[config.mk]
export PLATFORM = sky130hd
export DESIGN_NAME = digit_uart_streamer_flat
export DESIGN_NICKNAME = d
export VERILOG_FILES = /design/src/rtl/digit_uart_streamer_pkg.sv /design/src/rtl/digit_uart_streamer_if.sv /design/src/rtl/digit_uart_streamer_uart_tx.sv /design/src/rtl/digit_uart_streamer.sv /design/src/flat_wrapper.sv
export SDC_FILE = /design/constraint.sdc
export NUM_CORES = 1
export LEC_CHECK = 0
export CORE_MARGIN = 10
export CORE_UTILIZATION = 30
export DETAILED_ROUTE_END_ITERATION = 8
export GPL_ROUTABILITY_DRIVEN = 0
export GPL_TIMING_DRIVEN = 0
export PLACE_DENSITY = 0.51
export SLEW_MARGIN = 20
export SYNTH_ARGS = -nofsm -noshare
export SYNTH_HDL_FRONTEND = slang
export SYNTH_SLANG_ARGS = --single-unit
[constraint.sdc]
create_clock -name clk -period 4.9 [get_ports clk]
set_input_delay 0.98 -clock clk [delete_from_list [all_inputs] [get_ports clk]]
set_output_delay 0.98 -clock clk [all_outputs]
set_load 0.01 [all_outputs]
[src/rtl/digit_uart_streamer_pkg.sv]
// e2_pkg: ASCII constants, digit width and state encodings shared by the digit streamer
package e2_pkg;
    localparam int DIGIT_W = 4;
    localparam logic [7:0] ASC_ZERO = 8'h30;
    localparam logic [7:0] ASC_PT = 8'h2E;
    localparam logic [7:0] ASC_CR = 8'h0D;
    localparam logic [7:0] ASC_LF = 8'h0A;
    localparam logic [7:0] ASC_ERR = 8'h3F;
    typedef enum logic [2:0] {F_IDLE, F_LOAD, F_DIG, F_PT, F_CR, F_LF} fmt_state_e;
    typedef enum logic [1:0] {U_IDLE, U_START, U_DATA, U_STOP} uart_state_e;
    function automatic logic [7:0] to_ascii(input logic [DIGIT_W-1:0] d);
        return (d <= DIGIT_W'(9)) ? ASC_ZERO + {{(8-DIGIT_W){1'b0}}, d} : ASC_ERR;
    endfunction
endpackage

[src/rtl/digit_uart_streamer_if.sv]
// digit_uart_streamer_if: valid/ready digit stream from the converter into the streamer
interface digit_uart_streamer_if;
    import e2_pkg::*;
    logic digit_valid;
    logic [DIGIT_W-1:0] digit_data;
    logic digit_last;
    logic digit_ready;
    modport master(output digit_valid, digit_data, digit_last, input digit_ready);
    modport slave(input digit_valid, digit_data, digit_last, output digit_ready);
endinterface

[src/rtl/digit_uart_streamer_uart_tx.sv]
// uart_tx_core: 8N1 serializer; ready in the last stop-bit cycle so frames can abut
module uart_tx_core import e2_pkg::*; #(
    parameter int CLKS_PER_BIT = 868
) (
    input  logic       clk,
    input  logic       rst_n,
    input  logic       byte_valid,
    input  logic [7:0] byte_data,
    output logic       byte_ready,
    output logic       tx
);
    localparam int CW = $clog2(CLKS_PER_BIT + 1);
    uart_state_e state;
    logic [CW-1:0] cnt;
    logic [3:0] idx;
    logic [7:0] sh;
    logic bit_end;
    assign bit_end = cnt == CW'(CLKS_PER_BIT - 1);
    assign byte_ready = state == U_IDLE || (state == U_STOP && bit_end);
    always_ff @(posedge clk or negedge rst_n)
        if (!rst_n) begin
            state <= U_IDLE;
            cnt <= '0;
            idx <= '0;
            sh <= '0;
            tx <= 1'b1;
        end else if (byte_valid && byte_ready) begin
            state <= U_START;
            cnt <= '0;
            sh <= byte_data;
            tx <= 1'b0;
        end else if (state != U_IDLE) begin
            if (!bit_end) cnt <= cnt + 1'b1;
            else begin
                cnt <= '0;
                case (state)
                    U_START: begin
                        state <= U_DATA;
                        idx <= '0;
                        tx <= sh[0];
                        sh <= sh >> 1;
                    end
                    U_DATA: begin
                        state <= idx == 4'd7 ? U_STOP : U_DATA;
                        idx <= idx + 1'b1;
                        tx <= idx == 4'd7 ? 1'b1 : sh[0];
                        sh <= sh >> 1;
                    end
                    default: state <= U_IDLE;
                endcase
            end
        end
endmodule

[src/rtl/digit_uart_streamer.sv]
// digit_uart_streamer: buffers BCD digits and sends them as "d.ddd...\r\n" text over UART 8N1
module digit_uart_streamer import e2_pkg::*; #(
    parameter int CLK_HZ = 100_000_000,
    parameter int BAUD = 115_200,
    parameter int FIFO_DEPTH = 16,
    parameter int DIGITS_PER_LINE = 50
) (
    input  logic clk,
    input  logic rst_n,
    digit_uart_streamer_if.slave dif,
    output logic tx,
    output logic busy
);
    localparam int CLKS_PER_BIT = CLK_HZ / BAUD;
    localparam int AW = $clog2(FIFO_DEPTH);
    localparam int LW = $clog2(DIGITS_PER_LINE + 1);
    logic [DIGIT_W:0] mem [FIFO_DEPTH];
    logic [DIGIT_W:0] head;
    logic [AW-1:0] wr_ptr, rd_ptr;
    logic [AW:0] count;
    logic ready_en, push, pop, empty;
    fmt_state_e state;
    logic [7:0] byte_data;
    logic byte_valid, byte_ready, accept, in_flight, first, last_r;
    logic [LW-1:0] frac_cnt, frac_nxt;
    assign empty = count == '0;
    assign head = mem[rd_ptr];
    assign dif.digit_ready = ready_en && count != (AW+1)'(FIFO_DEPTH);
    assign push = dif.digit_valid && dif.digit_ready;
    assign pop = (state == F_IDLE || state == F_LOAD) && !empty;
    assign byte_valid = state inside {F_DIG, F_PT, F_CR, F_LF};
    assign accept = byte_valid && byte_ready;
    assign frac_nxt = frac_cnt + 1'b1;
    assign busy = !empty || state != F_IDLE || in_flight;
    always_ff @(posedge clk)
        if (push) mem[wr_ptr] <= {dif.digit_last, dif.digit_data};
    // in_flight covers the final stop-bit cycle, where the core already reports ready
    always_ff @(posedge clk or negedge rst_n)
        if (!rst_n) begin
            ready_en <= 1'b0;
            wr_ptr <= '0;
            rd_ptr <= '0;
            count <= '0;
            in_flight <= 1'b0;
        end else begin
            ready_en <= 1'b1;
            wr_ptr <= wr_ptr + AW'(push);
            rd_ptr <= rd_ptr + AW'(pop);
            count <= count + (AW+1)'(push) - (AW+1)'(pop);
            in_flight <= accept || (in_flight && !byte_ready);
        end
    always_ff @(posedge clk or negedge rst_n)
        if (!rst_n) begin
            state <= F_IDLE;
            byte_data <= '0;
            first <= 1'b1;
            last_r <= 1'b0;
            frac_cnt <= '0;
        end else case (state)
            F_IDLE, F_LOAD: begin
                state <= empty ? F_IDLE : F_DIG;
                if (!empty) begin
                    byte_data <= to_ascii(head[DIGIT_W-1:0]);
                    last_r <= head[DIGIT_W];
                end
            end
            F_DIG: if (accept) begin
                if (first) begin
                    first <= 1'b0;
                    frac_cnt <= '0;
                    byte_data <= ASC_PT;
                    state <= F_PT;
                end else if (last_r || frac_nxt == LW'(DIGITS_PER_LINE)) begin
                    frac_cnt <= '0;
                    byte_data <= ASC_CR;
                    state <= F_CR;
                end else begin
                    frac_cnt <= frac_nxt;
                    state <= F_LOAD;
                end
            end
            F_PT: if (accept) begin
                byte_data <= last_r ? ASC_CR : byte_data;
                state <= last_r ? F_CR : F_LOAD;
            end
            F_CR: if (accept) begin
                byte_data <= ASC_LF;
                state <= F_LF;
            end
            default: if (accept) begin
                first <= first || last_r;
                state <= F_LOAD;
            end
        endcase
    uart_tx_core #(.CLKS_PER_BIT(CLKS_PER_BIT)) u_tx (
        .clk(clk),
        .rst_n(rst_n),
        .byte_valid(byte_valid),
        .byte_data(byte_data),
        .byte_ready(byte_ready),
        .tx(tx)
    );
endmodule
[src/flat_wrapper.sv]
// flat-port wrapper written by rule: the top's interface ports become plain ports
module digit_uart_streamer_flat import e2_pkg::*;
#(
    parameter int CLK_HZ = 100_000_000,
    parameter int BAUD = 115_200,
    parameter int FIFO_DEPTH = 16,
    parameter int DIGITS_PER_LINE = 50
)
  (clk, rst_n, tx, busy, dif_digit_valid, dif_digit_data, dif_digit_last, dif_digit_ready);
  digit_uart_streamer_if dif_i ();
  input  logic clk;
  input  logic rst_n;
  output logic tx;
  output logic busy;
  input wire logic [$bits(dif_i.digit_valid)-1:0] dif_digit_valid;
  input wire logic [$bits(dif_i.digit_data)-1:0] dif_digit_data;
  input wire logic [$bits(dif_i.digit_last)-1:0] dif_digit_last;
  output wire logic [$bits(dif_i.digit_ready)-1:0] dif_digit_ready;
  assign dif_i.digit_valid = dif_digit_valid;
  assign dif_i.digit_data = dif_digit_data;
  assign dif_i.digit_last = dif_digit_last;
  assign dif_digit_ready = dif_i.digit_ready;
  digit_uart_streamer #(.CLK_HZ(CLK_HZ), .BAUD(BAUD), .FIFO_DEPTH(FIFO_DEPTH), .DIGITS_PER_LINE(DIGITS_PER_LINE)) u_core (.clk(clk), .rst_n(rst_n), .dif(dif_i), .tx(tx), .busy(busy));
endmodule
==> impl_results.md <==
* Input/output buffers at 10
* Cell count after synthesis at 432
* Startpoint of the lowest-slack register-to-register path: u_core.count[2]
* Synthesis-stage register bit count at 135
* Average detailed-routed wire length per instance at 16.0 um
* Headroom to the max-slew limit at 0.423
* Post-synthesis async set-or-reset flop share at 0.407
* Most Crowded Layer GR: met2
* First-pass DRT Iterations at 4
* Worst Setup Start Kind: flop
* Total I/O pin count at 11
* Largest voltage drop on the vdd net at 0.262 mV
* Area of all placed cells without fillers at 7040 um2
* Largest net degree at the start of global routing at 56
* Category of the critical setup timing path: flop to primary output
* EDFF count, synth at 80
* Post-CTS Repair Setup Buffers at 0
* Total of warnings raised by yosys at 0
* Leading post-synthesis cells by instance count: 80 x sky130_fd_sc_hd__edfxtp_1, 53 x sky130_fd_sc_hd__dfrtp_1, 36 x sky130_fd_sc_hd__nor2_1
* Post-route ant nets at 0
* Routed vias at 3517
* Part of the cycle the worst path needs at 0.702
* Number of sinks handled by clock tree synthesis at 135
* Min cycle time layout at 3.44 ns
* Final #Nets at 485
* Arrival time worst endpoint at 2.46 ns
* Post-detail-place hpwl at 8030 um
* Initial Util at 0.306
* Tightest Pin Transition at 0.858 ns
* Register area share after synthesis at 0.630
* Worst-path fanout max at 4
* Max incr delay on CP at 0.70 ns
* Maximum Capacitance Violations at 0
* Reg area at 3780 um2
* Slowest stage cell, crit path: sky130_fd_sc_hd__or4b_2
* Overall die area at 26100 um2
* TritonCTS Buffers at 17
* Achievable Freq at 291 MHz
* Average vias per placed instance at 4.76
* Portion of synthesized cell area occupied by the leading cell type at 0.400
* Remaining design rule violation count at 0
* Leakage power at 2.61 nW
* Number of pins exceeding their max-slew limit in the final report at 0
* Number of antenna violations at the first check in global routing at 0
* CTS-repair resized insts at 0
* All-Layer GR Usage at 0.0969
* TritonCTS clock tree: built
* Skew final at 0.00664 ns
* FP Rows at 51
* Count of antenna diodes in the layout at 0
* Bufs on Longest Clock Path at 2
* Number of filler cells placed in the layout at 1873
* Layout cells sized above 1 at 0.152
* Clock tree root driver cell: sky130_fd_sc_hd__clkbuf_16
* Chip Height at 161 um
* Horizontal die dimension at 161 um
* Power density over the cells at 497 nW/um2
* Setup TNS Final at 0 ns
* Remaining Overflow, GRT at 0
* Routing usage on met1 at 0.127
* Mapped cell area at 6000 um2
* Most used flip-flop cell after synthesis: sky130_fd_sc_hd__edfxtp_1
* Multi-input gate area at 2100 um2
* Syn nets at 456
* Area after DPL at 6430 um2
* Buf/Inv on CP at 2
* Yosys cell types at 60
* Total Routed Length at 11800 um
* Most frequent cell after synthesis: sky130_fd_sc_hd__edfxtp_1
* Routing usage on met3 at 0.0287
* Number of DRC markers after the initial detailed-route iteration at 368
* Hold Crit Start: u_core.u_tx.tx
* Area added between synthesis and finish at 17.2%
* Count of final hold-check violations at 0
* Required time reported for the critical path endpoint at 3.92 ns
* Worst-case setup margin in the final layout at 1.46 ns
* DP Worst Slack at 1.46 ns
* Worst setup EP type: primary output
* Result of the run: complete, no violations
* Type of the tightest min-delay check: flop to flop
* Total setup violations reported at the end of the flow at 0
* Via count of the first global-routing pass at 3668
* Crit path from: u_core.count[2]
* Floorplan core area at 19600 um2
* First-pass GRT wire length at 20000 um
* Setup repair after global routing missed its margin: false
* Cell family with the largest share of critical-path delay: simple AND/OR/NAND/NOR gates
* Syn_area_per_cell at 13.9 um2
* Clock transition time at the flip-flop clock pins of the worst setup and hold paths at 0.06 ns
* Leading post-synthesis cells by cell area: sky130_fd_sc_hd__edfxtp_1 40%, sky130_fd_sc_hd__dfrtp_1 22%, sky130_fd_sc_hd__mux4_2 7.9%, sky130_fd_sc_hd__ha_1 3.1%, sky130_fd_sc_hd__nor2_1 2.3%
* Largest area contributor in the netlist: sky130_fd_sc_hd__edfxtp_1
* Cell-by-cell trace of the critical path: inv_1, ha_1, nand3b_1, or4b_2, clkdlybuf4s50_1
* Insertion delay to the later sink of the worst-skew pair at 0.42 ns
* Number of H-tree levels at 4
* Met2 layer usage reported by global route at 0.148
* Hold_buf cts at 0
-- worst min-delay path: stages, from the launching register on --
cell and delay, ns:
sky130_fd_sc_hd__dfstp_2 0.36, sky130_fd_sc_hd__nand2_1 0.04, sky130_fd_sc_hd__o21ai_0 0.07
-- stage by stage --
step | total power [mW] | std cells | utilization | hold slack (ns)
finish | 3.50 | 739 | 0.359 | 0.478
CTS | 3.54 | 739 | 0.359 | 0.488
floorplan | 2.01 | 432 | - | 0.447
global route | 3.69 | 739 | 0.359 | 0.505
detailed placement | 2.24 | 707 | 0.328 | 0.477
global placement | 2.22 | 707 | 0.328 | 0.462
-- final timing paths --
path / end / slack [ns] / cells past startpoint
setup / recovery: busy / 1.46 / 5
hold / removal: u_core.u_tx.tx / 0.48 / 2
setup reg to reg: u_core.mem[0][0] / 2.05 / 7
hold reg to reg: u_core.u_tx.tx / 0.48 / 2
max in group asynchronous: u_core.count[3] / 3.81 / 1
min in group asynchronous: u_core.u_tx.cnt[2] / 0.62 / 1
-- per-layer routing --
layer,vias to the layer above,routed length [um]
met4,0,169
met1,1766,5640
met2,58,5590
met3,14,427
met5,-,0
li1,1679,-
-- area by class of cell --
cell class | instances | share of cell area
clock inverters | 9 | 0.0167
plain buffers | 14 | 0.00978
flip-flops and latches | 135 | 0.537
inverters | 15 | 0.00800
clock buffers | 23 | 0.0693
multi-input cells | 268 | 0.298
well taps | 265 | 0.0471
repair buffers | 10 | 0.0139
-- placed cells by master, fill, tap and decap left out, types with 2 or more instances in the layout --
cell type	n
sky130_fd_sc_hd__xnor2_1	10
sky130_fd_sc_hd__a22oi_1	8
sky130_fd_sc_hd__nand3b_1	4
sky130_fd_sc_hd__nand4_1	5
sky130_fd_sc_hd__mux4_2	21
sky130_fd_sc_hd__clkbuf_8	4
sky130_fd_sc_hd__nand2b_1	9
sky130_fd_sc_hd__dfrtp_1	53
sky130_fd_sc_hd__a21o_1	3
sky130_fd_sc_hd__a31oi_1	4
sky130_fd_sc_hd__dfstp_2	2
sky130_fd_sc_hd__clkbuf_1	12
sky130_fd_sc_hd__a21oi_1	13
sky130_fd_sc_hd__nor2b_1	3
sky130_fd_sc_hd__inv_1	15
sky130_fd_sc_hd__nor2_1	36
sky130_fd_sc_hd__or3_1	2
sky130_fd_sc_hd__a22o_1	13
sky130_fd_sc_hd__nand2_1	31
sky130_fd_sc_hd__nand3_1	16
sky130_fd_sc_hd__xor2_1	10
sky130_fd_sc_hd__clkdlybuf4s50_1	9
sky130_fd_sc_hd__and3_1	3
sky130_fd_sc_hd__clkinv_4	4
sky130_fd_sc_hd__clkbuf_16	17
sky130_fd_sc_hd__and2_1	4
sky130_fd_sc_hd__edfxtp_1	80
sky130_fd_sc_hd__o21ai_0	19
sky130_fd_sc_hd__nor3_1	6
sky130_fd_sc_hd__ha_1	15
sky130_fd_sc_hd__clkinvlp_4	3
sky130_fd_sc_hd__buf_4	3
sky130_fd_sc_hd__mux2_2	2
sky130_fd_sc_hd__nor3b_1	2
sky130_fd_sc_hd__bufinv_16	2
-- registers in the layout (all words and copies together), names as in the netlist, 4 cells and up, named ones only --
signal / cells
u_core.byte_data: 6
u_core.u_tx.sh: 6
u_core.u_tx.idx: 4
u_core.wr_ptr: 4
u_core.frac_cnt: 6
u_core.mem: 80
u_core.count: 5
u_core.u_tx.cnt: 10
u_core.rd_ptr: 4
-- power breakdown --
group	internal (mW)	switching, mW
Clock	0.806	0.483
Sequential	1.33	0.0826
Combinational	0.362	0.436
Total	2.50	1.00
-- kinds of logic (layout without fill, tap and decap cells) --
group                    Yosys count  count (layout)  share of synthesized area
AND/OR/NAND/NOR                  132             132                      0.113
AO/OA/AOI/OAI                     75              75                     0.0877
adder cells (fa/ha/maj)           16              16                     0.0346
flip-flops                       135             135                      0.630
buffers and inverters             29              71                     0.0208
multiplexers                      24              24                     0.0842
other                              1               1                   0.000625
XOR/XNOR                          20              20                     0.0292
No activity file was read; power rests on OpenSTA's default activity.
